`config.mk`:
```
export PLATFORM = sky130hd
export DESIGN_NAME = help_pager_flat
export DESIGN_NICKNAME = d
export VERILOG_FILES = /design/src/rtl/help_pager_if.sv /design/src/rtl/help_pager.sv /design/src/flat_wrapper.sv
export SDC_FILE = /design/constraint.sdc
export NUM_CORES = 1
export LEC_CHECK = 0
export ABC_AREA = 1
export CORE_ASPECT_RATIO = 2
export CORE_MARGIN = 2
export CORE_UTILIZATION = 54
export DETAILED_ROUTE_END_ITERATION = 7
export GPL_ROUTABILITY_DRIVEN = 0
export PLACE_DENSITY = 0.88
export RECOVER_POWER = 25
export SETUP_SLACK_MARGIN = 0.02
export SYNTH_ARGS = -nofsm -noshare
export SYNTH_HDL_FRONTEND = slang
export SYNTH_SLANG_ARGS = --single-unit
```
`constraint.sdc`:
```
create_clock -name clk -period 3.75 [get_ports clk]
set_input_delay 0.375 -clock clk [delete_from_list [all_inputs] [get_ports clk]]
set_output_delay 0.375 -clock clk [all_outputs]
set_load 0.01 [all_outputs]
```
`src/rtl/help_pager_if.sv`:
```
// Keypad/display bundle between the help pager, keypad event logic, help decoder and display driver.
// The master modport is the environment side; the slave modport is the pager itself.
interface help_pager_if;
  logic        help_btn;
  logic        next_btn;
  logic        prev_btn;
  logic        exit_btn;
  logic [19:0] calc_in;
  logic [19:0] help_in;
  logic [3:0]  state_out;
  logic [2:0]  page_idx;
  logic        paused;
  logic        disp_sel;
  logic [19:0] disp_out;

  modport master (
    output help_btn, next_btn, prev_btn, exit_btn, calc_in, help_in,
    input  state_out, page_idx, paused, disp_sel, disp_out
  );

  modport slave (
    input  help_btn, next_btn, prev_btn, exit_btn, calc_in, help_in,
    output state_out, page_idx, paused, disp_sel, disp_out
  );
endinterface

```
`src/rtl/help_pager.sv`:
```
// Help-text pager: steps the help decoder through 7 pages (auto-advance, manual step, pause) and
// registers either calculator digits or help glyphs to the display. Optional: HELP_PAGER_BLINK_EN.
module help_pager #(
  parameter int DWELL_CYC = 50_000_000,
  parameter int BLINK_CYC = 12_500_000
) (
  input logic         clk,
  input logic         rst,
  help_pager_if.slave bus
);

  localparam int DW = (DWELL_CYC > 1) ? $clog2(DWELL_CYC) : 1;
  localparam logic [19:0] BLANK = {4{5'd31}};

  typedef enum logic [1:0] {IDLE, SHOW, PAUSE} state_t;

  state_t          state_q, state_d;
  logic [2:0]      idx_q, idx_d;
  logic [DW-1:0]   dwell_q, dwell_d;
  logic [3:0]      code_q;
  logic            paused_q;
  logic            disp_sel_q;
  logic [19:0]     disp_q;
  logic            blank;

  if (DWELL_CYC < 2 || BLINK_CYC < 1) begin : g_bad_param
    $error("help_pager: DWELL_CYC must be >= 2 and BLINK_CYC >= 1");
  end

  function automatic logic [3:0] page_code(input logic [2:0] idx);
    case (idx)
      3'd0:    return 4'd6;
      3'd1:    return 4'd8;
      3'd2:    return 4'd9;
      3'd3:    return 4'd10;
      3'd4:    return 4'd11;
      3'd5:    return 4'd12;
      3'd6:    return 4'd13;
      default: return 4'd0;
    endcase
  endfunction

  function automatic logic [2:0] idx_inc(input logic [2:0] idx);
    return (idx == 3'd6) ? 3'd0 : idx + 3'd1;
  endfunction

  // NOTE: every next-state signal gets a default first, so no path can leave one unassigned (no latch).
  always_comb begin
    state_d = state_q;
    idx_d   = idx_q;
    dwell_d = dwell_q;
    if (state_q != IDLE && bus.exit_btn) begin
      state_d = IDLE;
      idx_d   = 3'd0;
      dwell_d = '0;
    end else if (bus.help_btn) begin
      case (state_q)
        IDLE: begin
          state_d = SHOW;
          idx_d   = 3'd0;
          dwell_d = '0;
        end
        SHOW:    state_d = PAUSE;
        default: state_d = SHOW;
      endcase
    end else if (state_q != IDLE && (bus.next_btn ^ bus.prev_btn)) begin
      idx_d   = bus.next_btn ? idx_inc(idx_q) : ((idx_q == 3'd0) ? 3'd6 : idx_q - 3'd1);
      dwell_d = '0;
    end else if (state_q == SHOW) begin
      // Last cycle of the dwell window: advance so each page is shown exactly DWELL_CYC cycles.
      if (dwell_q == DW'(DWELL_CYC - 1)) begin
        idx_d   = idx_inc(idx_q);
        dwell_d = '0;
      end else begin
        dwell_d = dwell_q + 1'b1;
      end
    end
  end

`ifdef HELP_PAGER_BLINK_EN
  localparam int BW = (BLINK_CYC > 1) ? $clog2(BLINK_CYC) : 1;
  logic [BW-1:0] blink_q;
  logic          phase_q;
  assign blank = (state_q == PAUSE) && phase_q;
`else
  assign blank = 1'b0;
`endif

  // NOTE: sequential state uses non-blocking assignments so all registers update from pre-edge values.
  always_ff @(posedge clk or posedge rst) begin
    if (rst) begin
      state_q    <= IDLE;
      idx_q      <= 3'd0;
      dwell_q    <= '0;
      code_q     <= 4'd0;
      paused_q   <= 1'b0;
      disp_sel_q <= 1'b0;
      disp_q     <= 20'd0;
`ifdef HELP_PAGER_BLINK_EN
      blink_q    <= '0;
      phase_q    <= 1'b0;
`endif
    end else begin
      state_q    <= state_d;
      idx_q      <= idx_d;
      dwell_q    <= dwell_d;
      code_q     <= (state_d == IDLE) ? 4'd0 : page_code(idx_d);
      paused_q   <= (state_d == PAUSE);
      disp_sel_q <= (state_q != IDLE);
      // help_in answers the code currently on state_out, so it pairs with the current state.
      disp_q     <= (state_q == IDLE) ? bus.calc_in : (blank ? BLANK : bus.help_in);
`ifdef HELP_PAGER_BLINK_EN
      if (state_d != PAUSE) begin
        blink_q <= '0;
        phase_q <= 1'b0;
      end else if (state_q == PAUSE) begin
        if (blink_q == BW'(BLINK_CYC - 1)) begin
          blink_q <= '0;
          phase_q <= ~phase_q;
        end else begin
          blink_q <= blink_q + 1'b1;
        end
      end
`endif
    end
  end

  assign bus.state_out = code_q;
  assign bus.page_idx  = idx_q;
  assign bus.paused    = paused_q;
  assign bus.disp_sel  = disp_sel_q;
  assign bus.disp_out  = disp_q;

endmodule

```
`src/flat_wrapper.sv`:
```
// flat-port wrapper written by rule: the top's interface ports become plain ports
module help_pager_flat 
#(
  parameter int DWELL_CYC = 50_000_000,
  parameter int BLINK_CYC = 12_500_000
)
  (clk, rst, bus_help_btn, bus_next_btn, bus_prev_btn, bus_exit_btn, bus_calc_in, bus_help_in, bus_state_out, bus_page_idx, bus_paused, bus_disp_sel, bus_disp_out);
  help_pager_if bus_i ();
  input logic clk;
  input logic rst;
  input wire logic [$bits(bus_i.help_btn)-1:0] bus_help_btn;
  input wire logic [$bits(bus_i.next_btn)-1:0] bus_next_btn;
  input wire logic [$bits(bus_i.prev_btn)-1:0] bus_prev_btn;
  input wire logic [$bits(bus_i.exit_btn)-1:0] bus_exit_btn;
  input wire logic [$bits(bus_i.calc_in)-1:0] bus_calc_in;
  input wire logic [$bits(bus_i.help_in)-1:0] bus_help_in;
  output wire logic [$bits(bus_i.state_out)-1:0] bus_state_out;
  output wire logic [$bits(bus_i.page_idx)-1:0] bus_page_idx;
  output wire logic [$bits(bus_i.paused)-1:0] bus_paused;
  output wire logic [$bits(bus_i.disp_sel)-1:0] bus_disp_sel;
  output wire logic [$bits(bus_i.disp_out)-1:0] bus_disp_out;
  assign bus_i.help_btn = bus_help_btn;
  assign bus_i.next_btn = bus_next_btn;
  assign bus_i.prev_btn = bus_prev_btn;
  assign bus_i.exit_btn = bus_exit_btn;
  assign bus_i.calc_in = bus_calc_in;
  assign bus_i.help_in = bus_help_in;
  assign bus_state_out = bus_i.state_out;
  assign bus_page_idx = bus_i.page_idx;
  assign bus_paused = bus_i.paused;
  assign bus_disp_sel = bus_i.disp_sel;
  assign bus_disp_out = bus_i.disp_out;
  help_pager #(.DWELL_CYC(DWELL_CYC), .BLINK_CYC(BLINK_CYC)) u_core (.clk(clk), .rst(rst), .bus(bus_i));
endmodule
```
==> out/results.tsv, run 1 <==
metric	value	unit
ys_seq_elements	57	
run_status	finished, violations left	
commonest_cells_after_routing_fill_and_taps_aside	115 x nand2_1, 73 x clkdlybuf4s50_1, 57 x dfrtp_1, 43 x inv_1, 38 x nor2_1	
async_flop_share	100.0	%
timing_max_transition_violations_final	43	
cts_hold_buffers	0	
die_height	113.3	um
setup_viol_count_final	0	
floorplan_die_width	58.67	um
total_power	2893	uW
setup.worst_path.class	register to register	
p_leak	0.002094	uW
drtAntennaViolNets	0	
grt-ovfl-total	0	
tritoncts	yes	
vdd_drop_max	0.7274	mV
level_count_of_the_clock_h_tree	3	
drt_drc_violations_left	0	
clock-sinks	57	
diodes	0	
post-route-period-util	63.51	%
sequential_element_share_of_the_synthesized_area	44.19	%
synth_warnings	0	
max_clock_freq	419.9	MHz
dp_hpwl	6.446	mm
start_point_of_the_worst_hold_path	u_core.dwell_q[9]$_DFFE_PP0P_	
worstSetupEndpointType	register	
violations	max-capacitance violations, max-slew violations	
portBuffers	74	
maximum_number_of_pins_on_one_net_before_global_route_repair	43	
drt_iter0_markers	210	
timing.hold.worst.class	register to register	
cts_resized	0	
num-fill-cells	393	
via_count_of_the_first_global_routing_pass	3215	
initial_core_util	56.06	%
cp.required	4.02	ns
fraction_of_final_layout_cells_sized_beyond_drive_strength_1	13.58	%
route.detailed.wl_per_inst	15.83	um
synth-edff-count	0	
design.portCount	75	
cts.reportedPaths.clkPinSlew	0.05	ns
core	5758	um^2
tritoncts.num_buffers	9	
clk_latency	0.33	ns
synth_area_per_cell	8.050	um^2
globalRouteTotalUtil	29.07	%
vias	3031	
root_buffer	clkbuf_16	
placedCellCount	531	
critical_path.max_fanout	23	
post_synth_instance_area	3228	um^2
synthDistinctLibCells	46	
reg2reg_launch_point	u_core.state_q[0]$_DFF_PP0_	
postRouteWirelength	8.658	mm
critical-path-top-delay-family	simple AND/OR/NAND/NOR gates	
number_of_antenna_violations_at_the_first_check_in_global_routing	0	
detailedPlace.worstSlack	1.357	ns
clock_path_buffers	2	
power.density_cell_area	674.0	nW/um^2
worstPathArrival	2.66	ns
drt-pass1-iter-count	5	
routed_via_density	5.541	
design.final.nets	533	
startpoint_type	register	
fin_area	4292	um^2
maxCapViolCount	1	
crit_path_start	u_core.state_q[0]$_DFF_PP0_	
timing_hold_violations_final	0	
placed_cell_area	4028	um^2
rows	39	
fin_skew	0.006119	ns
instances_no_fill	547	
cpPeakStageDelay	0.49	ns
fp.dieArea	6650	um^2
timing.slew.headroom	-2.960	%
final_critical_path_setup_slack	1.368	ns
timing.critical_path.slowest_stage_cell	nor2_4	
mostFrequentLayoutCell	nand2_1	
yosys_most_used_dff	dfrtp_1	
layout-area-overhead-vs-synth	32.95	%
critPathBufInv	4	
timing.setup.tns	0	ns
rsz0062_at_grt	no	
layout_min_cycle_time	2.382	ns
synthCells	401	
postCtsSetupRepairBufs	0	
tightest_slew	1.543	ns
synth_fp_nets	453	
grt_pass1_wl	14.60	mm
critical_path_cell_sequence	nor2_4 > inv_4 > nand2_8 > nand4_2 > nand2_4 > inv_4 > nand2_2 > nor3_4 > a21oi_2 > inv_2 > o21ai_1 > o21ai_2 > inv_2	
==> final timing paths <==
path | end | cells past startpoint | slack [ns]
worst max-delay path | u_core.dwell_q[14]$_DFFE_PP0P_ | 13 | 1.37
worst min-delay path | u_core.dwell_q[9]$_DFFE_PP0P_ | 1 | 0.52
worst max register to register | u_core.dwell_q[14]$_DFFE_PP0P_ | 13 | 1.37
worst min register to register | u_core.dwell_q[9]$_DFFE_PP0P_ | 1 | 0.52
max in group asynchronous | u_core.dwell_q[17]$_DFFE_PP0P_ | 3 | 1.79
min in group asynchronous | u_core.bus.disp_out[13]$_DFF_PP0_ | 2 | 0.97
==> cell families (layout without fill, tap and decap cells) <==
| kind of cell | Yosys count | in the layout | share of synthesized area, % |
|---|---|---|---|
| AND/OR/NAND/NOR | 222 | 222 | 35.70 |
| buffers and inverters | 62 | 147 | 7.441 |
| flip-flops | 57 | 57 | 44.19 |
| AO/OA/AOI/OAI | 51 | 51 | 9.536 |
| adder cells (fa/ha/maj) | 6 | 6 | 2.326 |
| XOR/XNOR | 3 | 3 | 0.8141 |
==> synthesized netlist by cell type, types with 2 or more instances <==
| cell type | n | area share (%) |
|---|---|---|
| nand2_4 | 8 | 2.8 |
| clkbuf_1 | 4 | 0.46 |
| nor4_1 | 3 | 0.58 |
| o21ai_0 | 12 | 1.9 |
| nor2_2 | 5 | 0.97 |
| ha_1 | 6 | 2.3 |
| dfrtp_1 | 57 | 44 |
| nor3_4 | 4 | 2.0 |
| nand3_2 | 3 | 0.93 |
| o21ai_1 | 6 | 0.93 |
| a2bb2oi_1 | 2 | 0.54 |
| nand2_1 | 115 | 13 |
| a21oi_1 | 16 | 2.5 |
| nor2_4 | 3 | 1.0 |
| nand4_1 | 6 | 1.2 |
| nand3_1 | 17 | 2.6 |
| nand4_2 | 2 | 0.78 |
| nand2_2 | 6 | 1.2 |
| nor3_1 | 5 | 0.78 |
| nor2_1 | 38 | 4.4 |
| inv_1 | 43 | 5.0 |
| a211oi_1 | 2 | 0.46 |
| inv_2 | 10 | 1.2 |
| o22a_1 | 2 | 0.54 |
| xnor2_1 | 2 | 0.54 |
| a31oi_1 | 3 | 0.58 |
| inv_4 | 2 | 0.39 |
==> sequential cells by signal, summed over array words and instances (netlist names) <==
name                  cells
u_core.state_q            2
u_core.bus.state_out      4
u_core.dwell_q           26
u_core.bus.paused         1
u_core.bus.disp_out      20
u_core.bus.disp_sel       1
u_core.bus.page_idx       3
==> metrics by stage <==
step	utilization (%)	hold WS, ns
after global placement	69.95	0.4904
after global routing	74.53	0.5337
after detailed placement	69.95	0.5080
after floorplan	-	0.4754
after CTS	74.53	0.5145
final	74.53	0.5151
==> final cells by class <==
cell class	instances	area (um^2)	share of cell area, %
Clock buffer	10	229.0	5.335
Clock inverter	6	35.03	0.8163
Inverter	56	215.2	5.015
Multi-Input combinational cell	282	1562	36.38
Sequential cell	57	1426	33.24
Tap cell	61	76.32	1.778
Timing Repair Buffer	75	748.2	17.43
==> routing by layer <==
layer  routed length (um)  GRT usage, %  vias up
met5                    0             0        -
met4                  311         15.00        0
met3                  465         8.114       32
met2                 5035         54.16      130
met1                 2846         27.27     1424
li1                     -             -     1445
==> where the power goes <==
part           switching, uW  internal, uW
Clock                    276           440
Combinational            760           539
Sequential              92.9           784
Note: power is estimated with default switching activity, not from simulation.
==> run 2: changes to the inputs <==
--- a/config.mk
+++ b/config.mk
@@ -8,10 +8,10 @@
 export ABC_AREA = 1
 export CORE_ASPECT_RATIO = 2
 export CORE_MARGIN = 2
-export CORE_UTILIZATION = 54
+export CORE_UTILIZATION = 45
 export DETAILED_ROUTE_END_ITERATION = 7
 export GPL_ROUTABILITY_DRIVEN = 0
-export PLACE_DENSITY = 0.88
+export PLACE_DENSITY = 0.79
 export RECOVER_POWER = 25
 export SETUP_SLACK_MARGIN = 0.02
 export SYNTH_ARGS = -nofsm -noshare
==> constraint.sdc (replaced) <==
create_clock -name clk -period 2.1 [get_ports clk]
set_input_delay 0.21 -clock clk [delete_from_list [all_inputs] [get_ports clk]]
set_output_delay 0.21 -clock clk [all_outputs]
set_load 0.01 [all_outputs]
==> out/results.tsv, run 2 (synthesis gave the netlist of run 1 again) <==
metric	value	unit
post-route-period-util	96.06	%
tritoncts	yes	
seqPwrFrac	27.4	%
setup_viol_count_final	0	
grt-ovfl-total	0	
design.final.nets	545	
drt_iter0_markers	188	
setup.worst_path.class	register to register	
initial_core_util	46.51	%
vdd_drop_max	0.9832	mV
commonest_cells_after_routing_fill_and_taps_aside	115 x nand2_1, 74 x clkdlybuf4s50_1, 56 x dfrtp_1, 40 x inv_1, 36 x nor2_1	
mostFrequentLayoutCell	nand2_1	
number_of_antenna_violations_at_the_first_check_in_global_routing	0	
portBuffers	74	
highest-signal-layer	met4	
pwr-share-clk	30.5	%
cts_hold_buffers	0	
tightest_slew	1.388	ns
critPathBufInv	1	
share_comb_of_total_power	42.0	%
fin_worst_hold_slack	0.4152	ns
max_clock_freq	495.7	MHz
via_count_of_the_first_global_routing_pass	3091	
diodes	0	
route.detailed.wl_per_inst	14.77	um
critical_path.max_fanout	4	
vias	3030	
switching_share	35.66	%
internal_power	3623	uW
tritoncts.num_buffers	9	
power.density_cell_area	1233	nW/um^2
path_common_cell	nand3_2	
root_buffer	clkbuf_16	
drt-pass1-iter-count	4	
timing_hold_violations_final	0	
critical-path-top-delay-family	simple AND/OR/NAND/NOR gates	
clock_path_buffers	2	
design.portCount	75	
num-fill-cells	553	
rows	43	
reg2reg_launch_point	u_core.dwell_q[0]$_DFFE_PP0P_	
maxCapViolCount	0	
timing_max_transition_violations_final	0	
level_count_of_the_clock_h_tree	3	
p_leak	0.002192	uW
timing.rr.end	u_core.dwell_q[24]$_DFFE_PP0P_	
timing.hold.worst.class	input port to register	
fin_area	4568	um^2
cp.required	2.31	ns
r2r_slack	0.08	ns
worstPathArrival	2.23	ns
layout-area-overhead-vs-synth	41.51	%
top_register	u_core.dwell_q	
start_point_of_the_worst_hold_path	bus_help_in[14]	
drtAntennaViolNets	0	
fraction_of_final_layout_cells_sized_beyond_drive_strength_1	18.27	%
worst_hold_path.num_cells	3	
postRouteWirelength	8.686	mm
met2_wirelength	4.911	mm
dp_hpwl	6.457	mm
core	6940	um^2
grt_pass1_wl	13.97	mm
min_to	u_core.bus.disp_out[14]$_DFF_PP0_	
floorplan_die_width	63.89	um
reg2regPathDepth	10	
globalRouteTotalUtil	23.59	%
wl_met3	513	um
wl_met1	2.818	mm
placed_cell_area	4114	um^2
total_power	5630	uW
critical_path_cell_sequence	ha_2 > nand3_2 > inv_2 > nand3_2 > nor2_1 > nand2_2 > nor3_4 > nand4_1 > o21ai_1 > a21oi_1	
routed_via_density	5.153	
timing.slew.headroom	7.451	%
layout_min_cycle_time	2.017	ns
clk_latency	0.33	ns
cts.reportedPaths.clkPinSlew	0.05	ns
cpPeakStageDelay	0.41	ns
fin_skew	0.004740	ns
drt_drc_violations_left	0	
placedCellCount	565	
largest_register_ff_count	26	
fp.dieArea	7908	um^2
timing.critical_path.slowest_stage_cell	dfrtp_1	
instances_no_fill	588	
maximum_number_of_pins_on_one_net_before_global_route_repair	58	
worstSetupEndpointType	register	
run_status	completed	
clock-sinks	57	
startpoint_type	register	
p_switching	2008	uW
die_height	123.8	um
[run 2: changes by cell type in the layout (fill, tap and decap cells not counted), moves of 2 or more]
cell,previous run,this run
buf_4,1,12
nor3_1,5,3
clkinv_2,4,0
inv_6,0,2
bufinv_16,0,3
inv_1,43,40
nand3_2,3,5
nor2_1,38,36
nor3_2,0,2
nand3_1,17,14
[run 2: final cells by class]
type,count,area [um^2],area share [%]
inverters,56,220.2,4.821
repair buffers,87,835.8,18.30
multi-input cells,282,1619,35.44
clock inverters,6,113.9,2.492
well taps,90,112.6,2.465
clock buffers,10,239.0,5.231
flip-flops and latches,57,1428,31.25
[run 2: how the worst max path moves through the flow]
stage / to / startpoint / cells past startpoint
finish: u_core.dwell_q[24]$_DFFE_PP0P_ / u_core.dwell_q[0]$_DFFE_PP0P_ / 10
detailed placement: u_core.dwell_q[21]$_DFFE_PP0P_ / bus_next_btn / 12
global placement: u_core.dwell_q[25]$_DFFE_PP0P_ / bus_next_btn / 12
global route: u_core.dwell_q[24]$_DFFE_PP0P_ / u_core.dwell_q[0]$_DFFE_PP0P_ / 10
floorplan: u_core.bus.state_out[2]$_DFF_PP0_ / u_core.bus.page_idx[0]$_DFF_PP0_ / 14
CTS: u_core.dwell_q[18]$_DFFE_PP0P_ / u_core.dwell_q[0]$_DFFE_PP0P_ / 12
[run 2: tightest hold or removal path, delay by kind of cell]
family        cells  cell delay [ns]
simple gates      2             0.10
buf+inv           1             0.39
[run 2: stage by stage]
| step | setup WS, ns | utilization [%] | TNS, ns |
|---|---|---|---|
| finish | 0.08279 | 65.82 | 0 |
| global route | -0.02945 | 65.82 | -0.08199 |
| CTS | 0.09053 | 64.36 | 0 |
| detailed placement | 0.02627 | 59.28 | 0 |
| global placement | 0.1010 | 59.28 | 0 |
| floorplan | 0.3554 | - | 0 |
[run 2: power by group through the flow]
stage	clock, uW	combinational (uW)	sequential [uW]
final	1720	2370	1540
after floorplan	0	1250	1680
after CTS	1750	2360	1540
after detailed placement	0	2340	1560
after global placement	0	2290	1550
after global routing	1800	2600	1570
[run 2: per-layer routing]
metal | track usage, % | vias up
li1 | - | 1466
met5 | 0 | -
met3 | 7.046 | 36
met1 | 21.04 | 1402
met4 | 15.35 | 0
met2 | 44.47 | 126
[run 2: what timing repair did]
item / CTS / global route
endpoints found under the setup margin: 0 / 14
setup buffers: 0 / 7
gates resized for setup: 0 / 17
